--- config.mk ---
export PLATFORM = sky130hd
export DESIGN_NAME = preempt_controller
export DESIGN_NICKNAME = d
export VERILOG_FILES = /design/src/rtl/preempt_controller.sv
export SDC_FILE = /design/constraint.sdc
export NUM_CORES = 1
export LEC_CHECK = 0
export ABC_AREA = 1
export BUFFER_PORTS_ARGS = -buffer_cell sky130_fd_sc_hd__buf_4
export CAP_MARGIN = 20
export CORE_UTILIZATION = 48
export CTS_BUF_LIST = sky130_fd_sc_hd__clkbuf_8 sky130_fd_sc_hd__clkbuf_16
export DETAILED_ROUTE_END_ITERATION = 7
export GPL_ROUTABILITY_DRIVEN = 0
export PLACE_DENSITY = 0.8
export SYNTH_ARGS = -nofsm -noshare
export SYNTH_HDL_FRONTEND = slang
export SYNTH_SLANG_ARGS = --single-unit
--- constraint.sdc ---
create_clock -name clock -period 3 [get_ports clock]
set_clock_uncertainty 0.2 [all_clocks]
set_input_delay 0.45 -clock clock [delete_from_list [all_inputs] [get_ports clock]]
set_output_delay 0.45 -clock clock [all_outputs]
set_load 0.03 [all_outputs]
--- src/rtl/preempt_controller.sv ---
`default_nettype none
// ============================================================================
//  Module   : preempt_controller
//  Purpose  : Time-slice preemption controller. Counts retired user
//             instructions against a runtime-loadable quantum. On quantum
//             expiry or process end it raises a registered one-cycle
//             switch-to-OS pulse, redirects the fetch PC to the OS vector,
//             saves the interrupted PC and cause, and then stays frozen
//             until the OS returns.
//  Ports    : clock        - system clock, all state on rising edge
//             reset        - synchronous, active-high
//             instr_retire - one user instruction completed this cycle
//             end_proc     - running process finished (level)
//             os_return    - OS finished switch (one-cycle pulse)
//             quantum_we   - load quantum_in into the quantum register
//             quantum_in   - new quantum, 0 disables preemption
//             pc_curr      - PC the core would fetch next
//             pc_new       - PC to fetch (OS_VECTOR during the switch pulse)
//             enable_so    - one-cycle switch-to-OS pulse
//             in_so        - high while the OS owns the core
//             saved_pc     - pc_curr captured at the switch decision
//             cause        - bit0 quantum expiry, bit1 end_proc
//             count        - current instruction counter
//  Revision : 1.0 - initial release
// ============================================================================
module preempt_controller #(
  parameter int PC_WIDTH        = 32,
  parameter int CNT_WIDTH       = 8,
  parameter int DEFAULT_QUANTUM = 20,
  parameter int OS_VECTOR       = 3
) (
  input  logic                 clock,
  input  logic                 reset,
  input  logic                 instr_retire,
  input  logic                 end_proc,
  input  logic                 os_return,
  input  logic                 quantum_we,
  input  logic [CNT_WIDTH-1:0] quantum_in,
  input  logic [PC_WIDTH-1:0]  pc_curr,
  output logic [PC_WIDTH-1:0]  pc_new,
  output logic                 enable_so,
  output logic                 in_so,
  output logic [PC_WIDTH-1:0]  saved_pc,
  output logic [1:0]           cause,
  output logic [CNT_WIDTH-1:0] count
);

  localparam logic [CNT_WIDTH-1:0] c_quantum_rst = CNT_WIDTH'(DEFAULT_QUANTUM);
  localparam logic [PC_WIDTH-1:0]  c_os_vector   = PC_WIDTH'(OS_VECTOR);
  localparam logic [CNT_WIDTH-1:0] c_cnt_max     = '1;

  typedef enum logic [1:0] {
    USER   = 2'd0,
    SWITCH = 2'd1,
    OS     = 2'd2
  } state_t;

  state_t                 r_state;
  state_t                 w_next_state;
  logic [CNT_WIDTH-1:0]   r_count;
  logic [CNT_WIDTH-1:0]   r_quantum;
  logic [PC_WIDTH-1:0]    r_saved_pc;
  logic [1:0]             r_cause;
  logic                   r_enable_so;

  logic [CNT_WIDTH:0]     w_count_next_ext;
  logic                   w_expiry;
  logic                   w_switch;

  // The retire of the current cycle counts toward expiry, so the pulse
  // follows the quantum-th retire directly. One extra bit keeps the sum
  // from wrapping at the all-ones count.
  assign w_count_next_ext = {1'b0, r_count} + (CNT_WIDTH + 1)'(instr_retire);
  assign w_expiry         = (r_quantum != '0) &&
                            (w_count_next_ext >= {1'b0, r_quantum});
  assign w_switch         = (r_state == USER) && (w_expiry || end_proc);

  // State register
  always_ff @(posedge clock) begin
    if (reset) begin
      r_state <= USER;
    end else begin
      r_state <= w_next_state;
    end
  end

  // Next-state and outputs
  always_comb begin
    w_next_state = r_state;
    pc_new       = pc_curr;
    in_so        = 1'b0;
    case (r_state)
      USER:    if (w_switch) w_next_state = SWITCH;
      SWITCH:  w_next_state = OS;
      OS:      if (os_return) w_next_state = USER;
      default: w_next_state = USER;
    endcase
    if (r_state != USER) in_so = 1'b1;
    if (r_enable_so) pc_new = c_os_vector;
  end

  // Datapath registers
  always_ff @(posedge clock) begin
    if (reset) begin
      r_count     <= '0;
      r_quantum   <= c_quantum_rst;
      r_saved_pc  <= '0;
      r_cause     <= 2'b00;
      r_enable_so <= 1'b0;
    end else begin
      r_enable_so <= 1'b0;
      // The comparison this cycle already used the old quantum.
      if (quantum_we) r_quantum <= quantum_in;
      case (r_state)
        USER: begin
          if (instr_retire && (r_count != c_cnt_max)) begin
            r_count <= r_count + CNT_WIDTH'(1);
          end
          if (w_switch) begin
            r_saved_pc  <= pc_curr;
            r_cause     <= {end_proc, w_expiry};
            r_enable_so <= 1'b1;
          end
        end
        OS: begin
          if (os_return) begin
            r_count <= '0;
            r_cause <= 2'b00;
          end
        end
        default: begin
        end
      endcase
    end
  end

  assign enable_so = r_enable_so;
  assign saved_pc  = r_saved_pc;
  assign cause     = r_cause;
  assign count     = r_count;

endmodule
`default_nettype wire
==> results.tsv, run 1 <==
stage	metric	value	unit
die	die_y	79.7	um
detailed_routing	drt_wl_total	6.98	mm
die	fp.coreArea	0.00568	mm2
sta	hold_viol_final	0	
layout	final_common_cell	buf_4	
placement	place_hpwl	5.03	mm
synthesis	synth.avg_cell_area	7.75	um2
synthesis	synth_top_area_cell	dfxtp_1	
grt	grt_overflow	0	
clocking	clock-root-buffer	clkbuf_8	
layout	area_growth	37.5	%
power_and_ir_drop	p_seq_frac	0.425	
clocking	clk_latency	0.30	ns
sta	setup_viol	0	
placement	pre_cts_ws	0.0541	ns
layout	final_cell_mix	123 x buf_4, 62 x inv_1, 52 x dfxtp_1, 39 x nor2_1, 38 x nand3_1	
clocking	numCtsBuffers	5	
detailed_routing	drc	0	
placement	place_inst	554	
grt	antenna_found_initial	0	
synthesis	synth_area	0.00290	mm2
grt	grt_start_max_net_pins	40	
clocking	clk_path_buf_depth	2	
grt	track_usage	0.220	
sta	period_needed	2.77	ns
clocking	ctsHoldBuffers	0	
setup_path	path_class	flop to flop	
setup_path	critPathRequiredTime	3.04	ns
die	fp.dieArea	0.00636	mm2
detailed_routing	wl_per_cell	12.4	um
detailed_routing	viasPerCell	4.91	
grt	grt_pass1_vias	2616	
die	start_util	0.511	
power_and_ir_drop	leakage	1.98	nW
power_and_ir_drop	total_power	1.84	mW
setup_path	reg2regPathDepth	19	
layout	final_util	0.703	
sta	relSlewSlack	0.491	
run_status	status	finished clean	
power_and_ir_drop	pwr_density_cell	462	mW/mm2
sta	rsz0062_at_grt	no	
setup_path	critPathMaxFanout	12	
layout	final_layout_size_suffix_gt1_frac	0.443	
synthesis	synth_top_cell_area_share	0.366	
sta	layout_setup_ws	0.228	ns
synthesis	syn_nets	431	
clocking	post_cts_buffers	0	
power_and_ir_drop	power_switching	628	uW
power_and_ir_drop	vdd_ir_drop_max	0.272	mV
detailed_routing	drt_iter0_drc	83	
synthesis	synth_seq_cells	53	
detailed_routing	antenna_left	0	
clocking	clk_pin_slew_worst_paths	0.10	ns
synthesis	netlist_instances	374	
power_and_ir_drop	intPower	1.22	mW
synthesis	yosysUniqueCellTypes	32	
hold_path	min_path_type	primary input to flop	
power_and_ir_drop	clockPowerShare	0.262	
clocking	cts_tree	yes	
detailed_routing	first_pass_iters	4	
sta	worst_pin_slew	0.762	ns
power_and_ir_drop	netSwitchingFraction	0.341	
setup_path	crit_path_start_kind	flop	
clocking	cts_max_level	2	
die	num_rows	27	
layout	fin_cells	564	
layout	antennaDiodeCount	0	
sta	finalSetupTns	0	ns
die	fp.dieW	79.7	um
grt	grt_pass1_wl	11.1	mm
run	drv_cap	0	
sta	fmax	361	MHz
hold_path	min_path_cells	3	
clocking	clock-sinks	53	
layout	nNetsFinal	548	
sta	slew_violations	0	
setup_path	worst_ep_arrival_time	2.82	ns
die	pin_count	122	
sta	finalCritPeriodShare	0.924	
detailed_routing	vias	2768	
synthesis	synth_warnings	0	
setup_path	cp-end-kind	flop	
power_and_ir_drop	combPwrFrac	0.314	
placement	portBuffers	121	
synthesis	ys_top_cells_by_area	dfxtp_1 37%, a21oi_2 9.4%, inv_1 7.9%	
synthesis	ys_seq_area_frac	0.366	
## cell type report
type	count	area, um2
Fill cell	448	1690
Sequential cell	53	1060
Clock inverter	3	42.5
Multi-Input combinational cell	240	1500
Timing Repair Buffer	126	980
Inverter	65	244
Tap cell	72	90.1
Clock buffer	5	68.8
## critical path, cell delays in order, from the launching register on
cell       delay (ns)
dfxtp_4          0.38
ha_1             0.17
ha_2             0.20
nand2_2          0.07
nor2_4           0.13
xor2_1           0.17
inv_1            0.06
ha_1             0.28
nand2_1          0.06
inv_1            0.04
nand2_1          0.05
nand3_1          0.07
nand2_1          0.07
nand2_1          0.05
nand2_1          0.06
nand2_2          0.08
nand2_8          0.12
clkbuf_16        0.18
nand3_1          0.09
a21oi_2          0.16
## power groups by stage
stage	Sequential, mW	Combinational [mW]	Clock [mW]
6_report	0.783	0.578	0.483
5_1_grt	0.789	0.626	0.520
4_1_cts	0.783	0.574	0.491
3_5_place_dp	0.798	0.572	0
3_3_place_gp	0.796	0.567	0
2_1_floorplan	0.870	0.305	0
## sequential cells by signal, summed over array words and instances, names as in the netlist
register / cells
cause: 2
enable_so: 1
r_state: 2
r_quantum: 8
count: 8
saved_pc: 32
## Yosys cell counts, drive strengths merged
cell / n
nor2: 45
inv: 64
clkbuf: 7
nand3: 38
and3: 1
buf: 10
nand4: 3
nand2: 61
clkinv: 1
dfxtp: 53
or2: 3
o31ai: 1
a21oi: 51
nor3b: 2
ha: 11
xor2: 6
o21ai: 10
o21a: 2
nor3: 5
## repair_timing
| action | CTS | global route |
|---|---|---|
| hold endpoints to repair | 0 | 0 |
| endpoints found under the setup margin | 0 | 34 |
| resized for setup | 0 | 6 |
## path summary, 6_finish.rpt
| path | slack [ns] | startpoint | endpoint |
|---|---|---|---|
| worst max-delay path | 0.23 | count[0]$_SDFFE_PP0P_ | saved_pc[13]$_SDFFE_PP0P_ |
| worst min-delay path | 0.16 | quantum_in[2] | r_quantum[2]$_SDFFE_PP1P_ |
| worst max register to register | 0.23 | count[0]$_SDFFE_PP0P_ | saved_pc[13]$_SDFFE_PP0P_ |
| worst min register to register | 0.29 | r_quantum[1]$_SDFFE_PP0P_ | r_quantum[1]$_SDFFE_PP0P_ |
## metrics by stage
stage	hold slack [ns]	cell area, um2
floorplan	0.252	2900
global placement	0.273	3810
detailed placement	0.279	3810
CTS	0.155	3930
global route	0.180	3990
finish	0.158	3990
## kinds of logic (layout without fill, tap and decap cells)
logic type,after synthesis,count (layout),synth area share
flops,53,53,0.366
buf+inv,82,199,0.128
xor+xnor,6,6,0.0181
compound gates,64,64,0.153
fa+ha+maj,11,11,0.0475
simple gates,158,159,0.287
## routing by layer
layer	GRT usage	share of wire	up-vias
li1	-	-	1413
met1	0.256	0.41	1247
met2	0.386	0.50	99
met3	0.0629	0.077	9
met4	0.0679	0.013	0
met5	0	0	-
(Power assumes the default switching activity.)
==> run 2, diff against run 1 <==
- GPL_TIMING_DRIVEN: default -> 0
==> run 2 against run 1 <==
Critical path depth is the same. Utilization is 0.55 points higher. Largest cell class unchanged. Fmax decreased by 1.3%. Sequential power about the same. Sequential cell count is the same. Highest routed layer unchanged. Die area is the same. Worst setup slack got worse by 0.036 ns.
==> results.tsv, run 2 (same netlist as run 1, synthesis figures left out) <==
stage	metric	value	unit
setup_path	r2r_setup_slack	0.19	ns
clocking	clk_path_buf_depth	2	
sta	finalSetupTns	0	ns
detailed_routing	drt_iter0_drc	114	
sta	hold_viol_final	0	
clocking	clock-root-buffer	clkbuf_8	
detailed_routing	drt_wl_total	7.16	mm
placement	place_hpwl	5.59	mm
setup_path	path_class	flop to flop	
layout	nNetsFinal	559	
clocking	cts_max_level	2	
clocking	post_cts_buffers	0	
power_and_ir_drop	leakage	2.00	nW
die	die_y	79.7	um
detailed_routing	first_pass_iters	5	
run_status	status	finished clean	
setup_path	worst_ep_arrival_time	2.85	ns
die	fp.dieArea	0.00636	mm2
setup_path	critPathRequiredTime	3.04	ns
clocking	cts_tree	yes	
placement	portBuffers	121	
run	drv_cap	0	
detailed_routing	wl_per_cell	12.4	um
detailed_routing	antenna_left	0	
layout	final_common_cell	buf_4	
layout	final_layout_size_suffix_gt1_frac	0.439	
detailed_routing	drc	0	
grt	grt_pass1_wl	11.5	mm
die	start_util	0.511	
die	num_rows	27	
layout	multiInputGateArea	0.00147	mm2
layout	seqCellArea	0.00106	mm2
sta	finalCritPeriodShare	0.936	
layout	nFillCells	486	
sta	relSlewSlack	0.528	
sta	setup_viol	0	
grt	grt_start_max_net_pins	17	
sta	worst_pin_slew	0.709	ns
clocking	clk_latency	0.31	ns
setup_path	cp-end-kind	flop	
grt	grt_overflow	0	
die	fp.coreArea	0.00568	mm2
die	pin_count	122	
grt	grt_pass1_vias	2594	
sta	period_needed	2.81	ns
layout	antennaDiodeCount	0	
detailed_routing	viasPerCell	4.84	
layout	final_util	0.708	
setup_path	critPathMaxFanout	10	
hold_path	min_path_type	primary input to flop	
clocking	clock-sinks	53	
sta	holdWs	0.154	ns
sta	rsz0062_at_grt	yes	
layout	area_growth	38.6	%
clocking	ctsHoldBuffers	0	
layout	final_cell_mix	124 x buf_4, 61 x inv_1, 52 x dfxtp_1, 39 x nor2_1, 38 x nand3_1	
grt	track_usage	0.230	
clocking	clk_pin_slew_worst_paths	0.10	ns
layout	largest_reg_flops	32	
sta	fmax	356	MHz
power_and_ir_drop	pwr_density_cell	470	mW/mm2
setup_path	crit_path_start_kind	flop	
detailed_routing	vias	2782	
die	fp.dieW	79.7	um
sta	slew_violations	0	
power_and_ir_drop	vdd_ir_drop_max	0.264	mV
grt	antenna_found_initial	0	
clocking	numCtsBuffers	5	
## run 2: cell count changes in the layout (fill, tap and decap cells not counted), moves of 2 or more
cell      change
nand2_8       -2
buf_12        +2
buf_2         +3
clkbuf_1      +7
## run 2: power by group
part / total, mW / switching, mW / internal, mW
Combinational: 0.598 / 0.365 / 0.233
Sequential: 0.784 / 0.0314 / 0.752
Clock: 0.507 / 0.235 / 0.271
## run 2: routing by layer
metal  vias to the layer above  part of all wire  GRT usage
met5                         -                 0          0
met4                         0            0.0052     0.0643
met3                         2             0.069     0.0766
met2                        81              0.50      0.399
met1                      1263              0.42      0.267
li1                       1436                 -          -
## run 2: layout make-up
| class | instances | share of cell area |
|---|---|---|
| buffer | 17 | 0.0317 |
| clock buffer | 6 | 0.0205 |
| inverter | 65 | 0.0607 |
| timing repair buffer | 121 | 0.226 |
| multi-input combinational | 239 | 0.365 |
| sequential | 53 | 0.264 |
| clock inverter | 2 | 0.00934 |
| tap | 72 | 0.0224 |
## run 2: per-stage QoR
step,setup slack (ns),area (um2),std cells,power [mW]
3_3_place_gp,0.0653,3900,567,1.39
2_1_floorplan,0.171,2900,374,1.17
5_1_grt,-0.0354,4020,575,1.97
4_1_cts,0.127,4020,575,1.90
3_5_place_dp,0.0374,3900,567,1.40
6_report,0.192,4020,575,1.89
## run 2: worst paths after layout
path / cells after the start / startpoint / to
worst max register to register: 19 / count[0]$_SDFFE_PP0P_ / saved_pc[28]$_SDFFE_PP0P_
worst min-delay path: 2 / quantum_we / r_quantum[4]$_SDFFE_PP1P_
worst max-delay path: 19 / count[0]$_SDFFE_PP0P_ / saved_pc[28]$_SDFFE_PP0P_
worst min register to register: 2 / cause[1]$_SDFFE_PP0P_ / cause[1]$_SDFFE_PP0P_
## run 2: critical path, cell delays in order (launching register included)
cell,delay [ns]
dfxtp_2,0.38
ha_1,0.17
ha_1,0.20
nand2_2,0.08
nor2_4,0.13
xor2_1,0.15
inv_1,0.06
ha_1,0.28
nand2_1,0.06
inv_1,0.05
nand3_1,0.07
nand3_1,0.08
nand2_1,0.07
nand2_1,0.05
nand2_1,0.06
nand2_2,0.06
nand2_4,0.15
buf_4,0.20
nand3_1,0.10
a21oi_2,0.14
## run 2: timing repair
item | in CTS | in global routing
endpoints found under the setup margin | 0 | 32
gates resized for setup | 0 | 1
hold endpoints to repair | 0 | 0
